<file path="config.mk">
export PLATFORM = sky130hd
export DESIGN_NAME = reaction_game_ctrl_flat
export DESIGN_NICKNAME = d
export VERILOG_FILES = /design/src/rtl/game_pkg.sv /design/src/rtl/reaction_game_ctrl_if.sv /design/src/rtl/bcd2_counter.sv /design/src/rtl/reaction_game_ctrl.sv /design/src/flat_wrapper.sv
export SDC_FILE = /design/constraint.sdc
export NUM_CORES = 1
export LEC_CHECK = 0
export CAP_MARGIN = 20
export CORE_ASPECT_RATIO = 0.7
export CORE_MARGIN = 8
export CORE_UTILIZATION = 49
export CTS_CLUSTER_DIAMETER = 100
export DETAILED_ROUTE_END_ITERATION = 7
export PLACE_DENSITY = 0.75
export SYNTH_ARGS = -nofsm -noshare
export SYNTH_HDL_FRONTEND = slang
export SYNTH_SLANG_ARGS = --single-unit
</file>
<file path="constraint.sdc">
create_clock -name clk -period 2.03 [get_ports clk]
set_clock_uncertainty 0.2 [all_clocks]
set_input_delay 0.406 -clock clk [delete_from_list [all_inputs] [get_ports clk]]
set_output_delay 0.406 -clock clk [all_outputs]
set_load 0.02 [all_outputs]
</file>
<file path="src/rtl/game_pkg.sv">
// Shared types and constants for the reaction game: state encoding, digit codes, LFSR setup.
// Pure declarations; no latency or backpressure of its own.
package game_pkg;

  typedef enum logic [2:0] {
    S_IDLE,
    S_ARMED,
    S_WAIT,
    S_GO,
    S_DONE,
    S_FOUL
  } state_t;

  localparam logic [3:0] BLANK     = 4'hF;
  localparam logic [3:0] EIGHT     = 4'd8;
  localparam logic [7:0] LFSR_SEED = 8'h01;
  // Right-shift Galois mask for x^8 + x^6 + x^5 + x^4 + 1
  localparam logic [7:0] LFSR_TAPS = 8'hB8;

  function automatic logic [7:0] lfsr_step(input logic [7:0] s);
    return (s >> 1) ^ (s[0] ? LFSR_TAPS : 8'h00);
  endfunction

  function automatic logic [1:0] lowest_idx(input logic [3:0] v);
    if (v[0])      return 2'd0;
    else if (v[1]) return 2'd1;
    else if (v[2]) return 2'd2;
    else if (v[3]) return 2'd3;
    else           return 2'd0;
  endfunction

endpackage

</file>
<file path="src/rtl/reaction_game_ctrl_if.sv">
// Player-side signal bundle: tick/switches/buttons in, digits and lamps out.
// No handshake; all signals are level or single-cycle pulses.
interface reaction_game_ctrl_if;
  logic       tick;
  logic [3:0] dsws;
  logic [3:0] btns;
  logic [3:0] tens;
  logic [3:0] ones;
  logic       go;
  logic       foul;
  logic [1:0] winner;

  modport master (
    output tick, dsws, btns,
    input  tens, ones, go, foul, winner
  );

  modport slave (
    input  tick, dsws, btns,
    output tens, ones, go, foul, winner
  );
endinterface

</file>
<file path="src/rtl/bcd2_counter.sv">
// Two-digit BCD up-counter saturating at 99; clr beats hold beats inc.
// Count updates on the clock edge after inc; next value is exported for registered displays.
module bcd2_counter (
  input  logic       clk,
  input  logic       rst_n,
  input  logic       clr,
  input  logic       inc,
  input  logic       hold,
  output logic [3:0] tens,
  output logic [3:0] ones,
  output logic [3:0] tens_nxt,
  output logic [3:0] ones_nxt
);

  always_comb begin
    tens_nxt = tens;
    ones_nxt = ones;
    if (clr) begin
      tens_nxt = 4'd0;
      ones_nxt = 4'd0;
    end else if (!hold && inc && !(tens == 4'd9 && ones == 4'd9)) begin
      if (ones == 4'd9) begin
        ones_nxt = 4'd0;
        tens_nxt = tens + 4'd1;
      end else begin
        ones_nxt = ones + 4'd1;
      end
    end
  end

  always_ff @(posedge clk) begin
    if (!rst_n) begin
      tens <= 4'd0;
      ones <= 4'd0;
    end else begin
      tens <= tens_nxt;
      ones <= ones_nxt;
    end
  end

endmodule

</file>
<file path="src/rtl/reaction_game_ctrl.sv">
// Reaction game: arm when all players hold, random wait, then time the first release in tenths.
// Every output is registered and moves one cycle after the causing input/tick; no backpressure.
module reaction_game_ctrl
  import game_pkg::*;
#(
  parameter int MIN_WAIT  = 10,
  parameter int RAND_BITS = 5
) (
  input  logic                 clk,
  input  logic                 rst_n,
  reaction_game_ctrl_if.slave  io
);

  localparam int WAIT_MAX = MIN_WAIT + (1 << RAND_BITS) - 1;
  localparam int WCW      = $clog2(WAIT_MAX + 1);

  state_t         state, next_state;
  logic [7:0]     lfsr;
  logic [WCW-1:0] wait_cnt, wait_cnt_nxt;

  logic       all_held, abort;
  logic [3:0] rel;

  logic       cnt_clr, cnt_inc, cnt_hold, at_99;
  logic [3:0] cnt_tens, cnt_ones, cnt_tens_nxt, cnt_ones_nxt;

  logic [3:0] tens_q, ones_q, tens_d, ones_d;
  logic       go_q, foul_q, go_d, foul_d;
  logic [1:0] winner_q, winner_d;

  assign all_held = (io.dsws != 4'd0) && ((io.btns & io.dsws) == io.dsws);
  assign rel      = io.dsws & ~io.btns;
  assign abort    = (io.dsws == 4'd0);
  assign at_99    = (cnt_tens == 4'd9) && (cnt_ones == 4'd9);

  bcd2_counter u_cnt (
    .clk      (clk),
    .rst_n    (rst_n),
    .clr      (cnt_clr),
    .inc      (cnt_inc),
    .hold     (cnt_hold),
    .tens     (cnt_tens),
    .ones     (cnt_ones),
    .tens_nxt (cnt_tens_nxt),
    .ones_nxt (cnt_ones_nxt)
  );

  always_ff @(posedge clk) begin
    if (!rst_n) begin
      state    <= S_IDLE;
      lfsr     <= LFSR_SEED;
      wait_cnt <= '0;
      tens_q   <= BLANK;
      ones_q   <= BLANK;
      go_q     <= 1'b0;
      foul_q   <= 1'b0;
      winner_q <= 2'd0;
    end else begin
      state    <= next_state;
      lfsr     <= lfsr_step(lfsr);
      wait_cnt <= wait_cnt_nxt;
      tens_q   <= tens_d;
      ones_q   <= ones_d;
      go_q     <= go_d;
      foul_q   <= foul_d;
      winner_q <= winner_d;
    end
  end

  always_comb begin
    next_state   = state;
    wait_cnt_nxt = wait_cnt;
    case (state)
      S_IDLE: begin
        if (all_held) next_state = S_ARMED;
      end
      S_ARMED: begin
        if (!all_held) begin
          next_state = S_IDLE;
        end else if (io.tick) begin
          next_state   = S_WAIT;
          wait_cnt_nxt = WCW'(MIN_WAIT) + WCW'(lfsr[RAND_BITS-1:0]);
        end
      end
      S_WAIT: begin
        // An early release is a foul even when the wait expires in the same cycle.
        if (abort) begin
          next_state = S_IDLE;
        end else if (rel != 4'd0) begin
          next_state = S_FOUL;
        end else if (io.tick) begin
          if (wait_cnt <= WCW'(1)) begin
            next_state   = S_GO;
            wait_cnt_nxt = '0;
          end else begin
            wait_cnt_nxt = wait_cnt - WCW'(1);
          end
        end
      end
      S_GO: begin
        if (abort)                   next_state = S_IDLE;
        else if (rel != 4'd0)        next_state = S_DONE;
        else if (io.tick && at_99)   next_state = S_DONE;
      end
      S_DONE, S_FOUL: begin
        if (abort) next_state = S_IDLE;
      end
      default: next_state = S_IDLE;
    endcase
  end

  always_comb begin
    cnt_clr  = !(state == S_GO || state == S_DONE);
    cnt_hold = (state == S_DONE) || (state == S_GO && rel != 4'd0);
    cnt_inc  = (state == S_GO) && io.tick && !abort;

    go_d     = (next_state == S_GO);
    foul_d   = (next_state == S_FOUL);
    winner_d = winner_q;
    if (state == S_GO && next_state == S_DONE)
      winner_d = (rel != 4'd0) ? lowest_idx(rel) : 2'd0;
    else if (next_state == S_ARMED)
      winner_d = 2'd0;

    // Digits are driven from the next state so they change together with go/foul.
    case (next_state)
      S_IDLE:          begin tens_d = BLANK;        ones_d = BLANK;        end
      S_ARMED, S_WAIT: begin tens_d = 4'd0;         ones_d = 4'd0;         end
      S_GO, S_DONE:    begin tens_d = cnt_tens_nxt; ones_d = cnt_ones_nxt; end
      S_FOUL:          begin tens_d = EIGHT;        ones_d = EIGHT;        end
      default:         begin tens_d = BLANK;        ones_d = BLANK;        end
    endcase
  end

  assign io.tens   = tens_q;
  assign io.ones   = ones_q;
  assign io.go     = go_q;
  assign io.foul   = foul_q;
  assign io.winner = winner_q;

endmodule

</file>
<file path="src/flat_wrapper.sv">
// flat-port wrapper written by rule: the top's interface ports become plain ports
module reaction_game_ctrl_flat import game_pkg::*;
#(
  parameter int MIN_WAIT  = 10,
  parameter int RAND_BITS = 5
)
  (clk, rst_n, io_tick, io_dsws, io_btns, io_tens, io_ones, io_go, io_foul, io_winner);
  reaction_game_ctrl_if io_i ();
  input  logic clk;
  input  logic rst_n;
  input wire logic [$bits(io_i.tick)-1:0] io_tick;
  input wire logic [$bits(io_i.dsws)-1:0] io_dsws;
  input wire logic [$bits(io_i.btns)-1:0] io_btns;
  output wire logic [$bits(io_i.tens)-1:0] io_tens;
  output wire logic [$bits(io_i.ones)-1:0] io_ones;
  output wire logic [$bits(io_i.go)-1:0] io_go;
  output wire logic [$bits(io_i.foul)-1:0] io_foul;
  output wire logic [$bits(io_i.winner)-1:0] io_winner;
  assign io_i.tick = io_tick;
  assign io_i.dsws = io_dsws;
  assign io_i.btns = io_btns;
  assign io_tens = io_i.tens;
  assign io_ones = io_i.ones;
  assign io_go = io_i.go;
  assign io_foul = io_i.foul;
  assign io_winner = io_i.winner;
  reaction_game_ctrl #(.MIN_WAIT(MIN_WAIT), .RAND_BITS(RAND_BITS)) u_core (.clk(clk), .rst_n(rst_n), .io(io_i));
endmodule
</file>
* Word-level counts from Yosys, hierarchy flattened *
Index checks and enable logic that the tools add are counted.

word-level totals
  flip-flop bits (word level) = 37
  bits in latches = 0
  memory bits (writable) = 0
  memory bits (read-only) = 0
  input port bits = 11
  output and inout bits = 12
  logic and storage cells = 96
  memories kept = 0

operators by class
  add/subtract/negate cells = 4
  multipliers = 0
  divide/modulo/power cells = 0
  $lt $le $gt $ge = 1
  equal/unequal tests = 18
  shift operators = 0
  muxes and demuxes = 35
  bitwise operators = 4
  reductions and logical operators = 24

operators by type and width
  kind                                                                    number
  6-bit two-way mux                                                       6
  3-bit two-way mux                                                       11
  4-bit two-way mux                                                       6
  4-bit one-hot mux with 3 select lines                                   2
  3-bit one-hot mux with 5 select lines                                   1
  2-bit two-way mux                                                       7
  3-bit by 2-bit equality test with 1-bit output (second input constant)  4
  3-bit equality test (second input constant)                             4
  6-bit one-hot mux with 2 select lines                                   1
  1-bit logical AND                                                       9
  4-bit by 1-bit adder with 4-bit output (second input constant)          2
  4-bit AND                                                               2
  4-bit equality test (second input constant)                             2
  8-bit two-way mux                                                       1
  2-bit != test (second input constant)                                   4
  4-bit nonzero test                                                      2
  7-bit by 8-bit XOR with 8-bit output                                    1
  4-bit by 5-bit adder with 6-bit output (first input constant)           1
  3-bit by 1-bit equality test with 1-bit output (second input constant)  2
  6-bit by 1-bit <= comparator with 1-bit output (second input constant)  1
  6-bit AND reduction                                                     1
  2-bit OR reduction                                                      3
  6-bit by 1-bit subtractor with 6-bit output (second input constant)     1
  4-bit equality test                                                     1
  other kinds (7)                                                         11

* Logic depth before layout (Yosys ltp) *
Gate-level depths: netlist of run 1.

  depth in word-level cells = 11
  gate-level depth with buffers = 8

* Cells and area by module *
From an unflattened synthesis of run 1, not the netlist that was laid out.

second synthesis, totals
  cell total of the unflattened synthesis = 236
  area, all modules = 2009.4 um2

by module, submodules not included
  module              instances  cells each  area an instance (um2)
  reaction_game_ctrl  1          174         1450.1
  bcd2_counter        1          62          559.3

* Least setup slack after synthesis of run 1 *
Ideal clock, no wire load.

  path kind = input -> register
  start = input port io_dsws[3]
  end = register u_core.tens_q[3] (netlist: u_core.io.tens[3])
  setup time = 0.131 ns
  arrival = 1.824 ns
  required time = 1.699 ns
  path slack = -0.125 ns
  cell stages on the path = 6
  buffers on the path = 0
  cells stage by stage = nor2b_1 nor4b_4 nand4_1 o21a_1 o21ai_1 a31oi_1

between the ends
  cells in the longest elaborated chain, start to end = 10
  elaborated cells between the ends (all ways) = 32
  classes of those cells = eq/ne (6); mux (11); bitwise (2); reduce/logical (13)

ends and longest elaborated chain
  what                                                                                           RTL line                   source
  start: declaration                                                                             flat_wrapper.sv:12         input wire logic [$bits(io_i.dsws)-1:0] io_dsws;
  parallel branches: the longest is 9 deep, another holds 3-bit one-hot mux with 5 select lines  -
  4-bit one-hot mux with 3 select lines (*)                                                      reaction_game_ctrl.sv:126  case (next_state)
  end signal: assignment                                                                         reaction_game_ctrl.sv:62   tens_q <= tens_d;
  end: declaration                                                                               reaction_game_ctrl.sv:27   logic [3:0] tens_q, ones_q, tens_d, ones_d;

Every way passes the cells marked *.
A chain may end at the register's enable or synchronous reset.

* Worst setup path in the final report of run 1 *
  start = register u_core.wait_cnt[3]
  end = register u_core.ones_q[1] (netlist: u_core.io.ones[1])

between the ends
  cells in the longest elaborated chain, start to end = 9
  elaborated cells between the ends (all ways) = 14
  classes of those cells = order compare (1); eq/ne (5); mux (6); reduce/logical (2)

ends and longest elaborated chain
  what                                                RTL line                   source
  start: declaration                                  reaction_game_ctrl.sv:19   logic [WCW-1:0] wait_cnt, wait_cnt_nxt;
  start signal: assignment                            reaction_game_ctrl.sv:61   wait_cnt <= wait_cnt_nxt;
  6-bit by 1-bit <= comparator with 1-bit output (*)  reaction_game_ctrl.sv:92   if (wait_cnt <= WCW'(1)) begin
  3-bit two-way mux (*)                               reaction_game_ctrl.sv:92
  3-bit two-way mux (*)                               reaction_game_ctrl.sv:91   end else if (io.tick) begin
  3-bit two-way mux (*)                               reaction_game_ctrl.sv:89   end else if (rel != 4'd0) begin
  3-bit two-way mux (*)                               reaction_game_ctrl.sv:87   if (abort) begin
  3-bit one-hot mux with 5 select lines (*)           reaction_game_ctrl.sv:73   case (state)
  3-bit equality test (tied with other cells)         reaction_game_ctrl.sv:126
  2-bit OR reduction                                  reaction_game_ctrl.sv:126
  4-bit one-hot mux with 3 select lines (*)           reaction_game_ctrl.sv:126
  end signal: assignment                              reaction_game_ctrl.sv:63   ones_q <= ones_d;
  end: declaration                                    reaction_game_ctrl.sv:27

Every way passes the cells marked *; elsewhere a longest branch is shown, timed or not.

==> results of run 1 <==
[logic make-up (layout without fill, tap and decap cells)]
logic type                 count (synthesis)  after routing  synth area share [%]
AOI/OAI and AO/OA                         55             55                  20.3
xor gates and xnor gates                  11             11                  5.33
adders and majority gates                  5              5                  3.46
buffers and inverters                     17             96                  3.60
DFF                                       37             37                  41.0
muxes                                      1              1                 0.554
and+or+nand+nor                           85             85                  25.8
[flip-flops by register name, indices dropped and copies added, names as in the netlist]
register and flops:
u_core.u_cnt.ones 4, u_core.lfsr 8, u_core.io.go 1, u_core.io.foul 1, u_core.io.ones 4, u_core.io.tens 4
u_core.state 3, u_core.io.winner 2, u_core.wait_cnt 6, u_core.u_cnt.tens 4
[how the worst max path moves through the flow]
stage | end | depth (start not counted) | slack, ns | startpoint
2_1_floorplan | u_core.io.ones[1] | 6 | -0.06 | io_dsws[2]
5_1_grt | u_core.io.ones[3] | 6 | -0.19 | u_core.wait_cnt[3]
6_report | u_core.io.ones[1] | 6 | -0.14 | u_core.wait_cnt[3]
4_1_cts | u_core.io.ones[3] | 6 | -0.11 | u_core.wait_cnt[3]
3_5_place_dp | u_core.io.ones[1] | 8 | -0.58 | io_dsws[1]
3_3_place_gp | u_core.io.ones[1] | 8 | -0.53 | io_dsws[1]
[power breakdown]
part	internal [uW]	switching [uW]
Clock	243	284
Combinational	145	129
Sequential	756	20.8
[cell usage after synthesis, drive strengths merged]
cell type  count  share of area [%]
xnor2          8                3.9
or3b           1               0.48
and3           2               0.69
nor3           9                2.8
o21bai         1               0.42
nand2b         4                1.4
o21ai         13                3.6
o31a           2                1.5
nor2b          4                1.4
mux2i          1               0.55
nor4           2                1.0
nand2          9                1.9
or4            1               0.62
a211oi         4                1.7
nor4b          1                1.3
nor2          28                5.8
xor2           3                1.5
o41ai          1               0.48
o31ai          2                1.1
a21oi         18                5.2
a31oi          3                1.0
inv           11                2.3
nand4          5                1.7
and2           7                2.4
and3b          1               0.48
nand3          8                2.2
dfxtp         37                 41
and4bb         1               0.69
buf            1               0.28
a311oi         2                1.3
o21a           3                1.2
nor3b          2               0.83
a21o           3                1.2
ha             5                3.5
o32ai          1               0.48
clkbuf         5                1.0
a22oi          1               0.42
o211a          1               0.55
[routing by layer]
layer / routed length (um) / global-route usage, % / vias to the layer above
met3: 429 / 5.28 / 9
met1: 2460 / 23.7 / 881
met4: 65 / 6.50 / 0
li1: - / - / 907
met2: 2230 / 24.5 / 73
met5: 0 / 0 / -
[repair_timing]
action,in CTS,in global routing
endpoints found under the setup margin,29,27
resized for setup,27,34
pin swaps,15,11
buffers inserted,4,2
cloned,1,2
[through the flow]
step           hold slack, ns  setup TNS, ns  cell area (sq um)
6_report                0.262          -1.29               2790
5_1_grt                 0.283          -2.32               2790
4_1_cts                 0.264         -0.997               2650
3_5_place_dp            0.243         -13.41               2440
3_3_place_gp            0.234         -11.79               2440
2_1_floorplan           0.212         -0.383               1840
[layout by cell type, fill, tap and decap left out, types with 6 or more instances in the layout]
master,count
sky130_fd_sc_hd__buf_4,48
sky130_fd_sc_hd__dfxtp_1,32
sky130_fd_sc_hd__nor2_1,25
sky130_fd_sc_hd__a21oi_1,16
sky130_fd_sc_hd__clkdlybuf4s50_1,14
sky130_fd_sc_hd__inv_1,10
sky130_fd_sc_hd__o21ai_1,8
sky130_fd_sc_hd__nand2_1,8
sky130_fd_sc_hd__nand3_1,7
sky130_fd_sc_hd__xnor2_1,7
sky130_fd_sc_hd__dlygate4sd2_1,7
sky130_fd_sc_hd__and2_1,6
[worst max-delay path, delay by kind of cell, from the launching register on]
family	cells	cell delay, ns
compound gates	4	0.62
flops	1	0.33
simple gates	2	0.95
[final cells by class]
cell class              instances  area [sq um]  share of cell area, %
clock inverters                 3          21.3                  0.762
well taps                      50          62.6                   2.24
inverters                      11          41.3                   1.48
flip-flops and latches         37           747                   26.8
multi-input cells             157          1210                   43.4
clock buffers                   5          68.8                   2.47
repair buffers                 77           638                   22.9
==> load_flow_metrics.sql, run 1 <==
INSERT INTO impl_metrics (metric_group, metric, value, unit) VALUES
('drt', 'dr.first_iter.drc_count', '210', ''),
('grt', 'grt_util_all_layers', '17.3', '%'),
('sta', 'fmaxAchievable', '461', 'MHz'),
('finish', 'layout-area-overhead-vs-synth', '54.4', '%'),
('die', 'fp.dieW', '88.6', 'um'),
('die', 'floorplan_die_area', '0.00592', 'sq mm'),
('clock_tree', 'tritoncts', 'yes', ''),
('sta', 'drv_slew', '0', ''),
('setup_path', 'cp_slowest_cell', 'sky130_fd_sc_hd__or4_4', ''),
('grt', 'first_global_vias', '1699', ''),
('clock_tree', 'clk_root_buffer_cell', 'sky130_fd_sc_hd__clkbuf_8', ''),
('drt', 'totalWireLength', '5180', 'um'),
('setup_path', 'critical_path_arrival', '2.18', 'ns'),
('sta', 'setup_viol_count_final', '14', ''),
('setup_path', 'critPathRequiredTime', '2.04', 'ns'),
('synth', 'synthesis.instances', '211', ''),
('drt', 'detail-route-antenna-nets', '0', ''),
('pwr', 'power_per_cell_area', '566', 'mW/mm^2'),
('setup_path', 'regToRegSetupSlack', '-0.14', 'ns'),
('drt', 'routedWlPerCell', '15.2', 'um'),
('run_status', 'violations', 'negative setup slack', ''),
('finish', 'antenna-diode-count', '0', ''),
('placed_design', 'globalplace.congestion', '0.926', ''),
('finish', 'fillers', '228', ''),
('synth', 'syn-mean-instance-area', '8.56', 'sq um'),
('placed_design', 'buffer_ports.inserted', '22', ''),
('sta', 'timing.final.hold_violations', '0', ''),
('sta', 'worst_slack', '-0.139', 'ns'),
('worst_hold_path', 'hold_path_end', 'u_core.lfsr[6]', ''),
('grt', 'largest_net_degree_at_the_start_of_global_routing', '17', ''),
('clock_tree', 'path_clk_slew', '0.08', 'ns'),
('worst_hold_path', 'hold_path_class', 'reg2reg', ''),
('clock_tree', 'numCtsBuffers', '5', ''),
('synth', 'yosys_register_bits', '37', ''),
('sta', 'timing_worst_slew_pin_value', '0.448', 'ns'),
('worst_hold_path', 'whs_path_depth', '1', ''),
('grt', 'gr-total-overflow', '0', ''),
('drt', 'firstDrtPassIters', '4', ''),
('setup_path', 'critical_path_class', 'reg2reg', ''),
('job', 'drv_cap', '0', ''),
('drt', 'remaining_drc_errors', '0', ''),
('finish', 'utilization', '78.9', '%'),
('placed_design', 'place.detailed.hpwl', '3430', 'um'),
('sta', 'timing.max_slew.rel_slack', '69.9', '%'),
('sta', 'setup_repair_after_global_routing_missed_its_margin', 'true', ''),
('die', 'start_util', '51.1', '%'),
('placed_design', 'post-place-ws', '-0.578', 'ns'),
('setup_path', 'worst_setup_path_end_kind', 'register', ''),
('grt', 'global_route_wire_length_before_repair', '7940', 'um'),
('sta', 'final_min_period_over_clock_period', '107', '%'),
('placed_design', 'dp.cells', '323', ''),
('drt', 'detail_route.vias_per_cell', '5.50', ''),
('pwr', 'vdd_drop_max', '541', 'uV'),
('setup_path', 'worstRegToRegCells', '6', ''),
('synth', 'synthesis.area', '0.00181', 'sq mm'),
('die', 'die_height', '66.8', 'um'),
('clock_tree', 'cts.htree.levels', '2', ''),
('setup_path', 'r2r-start', 'u_core.wait_cnt[3]', ''),
('setup_path', 'start_kind', 'register', ''),
('synth', 'synth_sequential_area_ratio', '41.0', '%'),
('setup_path', 'timing.critical_path.cells', 'or4_4 -> or3b_4 -> a21oi_2 -> o31a_4 -> a22oi_2 -> o31ai_2', ''),
('clock_tree', 'ctsHoldBuffers', '0', ''),
('clock_tree', 'sinks_on_the_clock_net', '37', ''),
('synth', 'yosys.cell_types.count', '45', ''),
('sta', 'finalWorstPathRequiredPeriod', '2.17', 'ns'),
('finish', 'drive_above_1_share', '38.3', '%'),
('drt', 'total_via_count_after_detailed_routing', '1870', ''),
('worst_hold_path', 'hold_path.startpoint', 'u_core.lfsr[7]', ''),
('run_status', 'outcome', 'finished with violations', ''),
('grt', 'antenna_found_initial', '0', ''),
('clock_tree', 'clock_insertion_delay_worst_skew', '0.29', 'ns'),
('synth', 'yosysWarnings', '0', ''),
('setup_path', 'crit_path_max_fanout', '5', ''),
('synth', 'syn-num-nets', '227', ''),
('setup_path', 'cp_slowest_stage_delay', '0.54', 'ns'),
('die', 'standard_cell_core_area', '0.00354', 'sq mm'),
('die', 'io_pins', '23', ''),
('setup_path', 'r2r-end', 'u_core.io.ones[1]', ''),
('pwr', 'report.power.total', '1580', 'uW'),
('finish', 'nNetsFinal', '305', ''),
('die', 'placementRows', '18', ''),
('finish', 'instances_no_fill', '340', ''),
('pwr', 'cellLeakagePower', '0.00111', 'uW'),
('clock_tree', 'cts_buffer_depth', '2', '');
Power figures use the tool's default switching activity.
==> inputs of run 2 (changes only) <==
ABC_CLOCK_PERIOD_IN_PS = 2029   (was unset)
==> results of run 2 <==
Same layout as run 1: the final DEF is identical, and so are final timing and power.
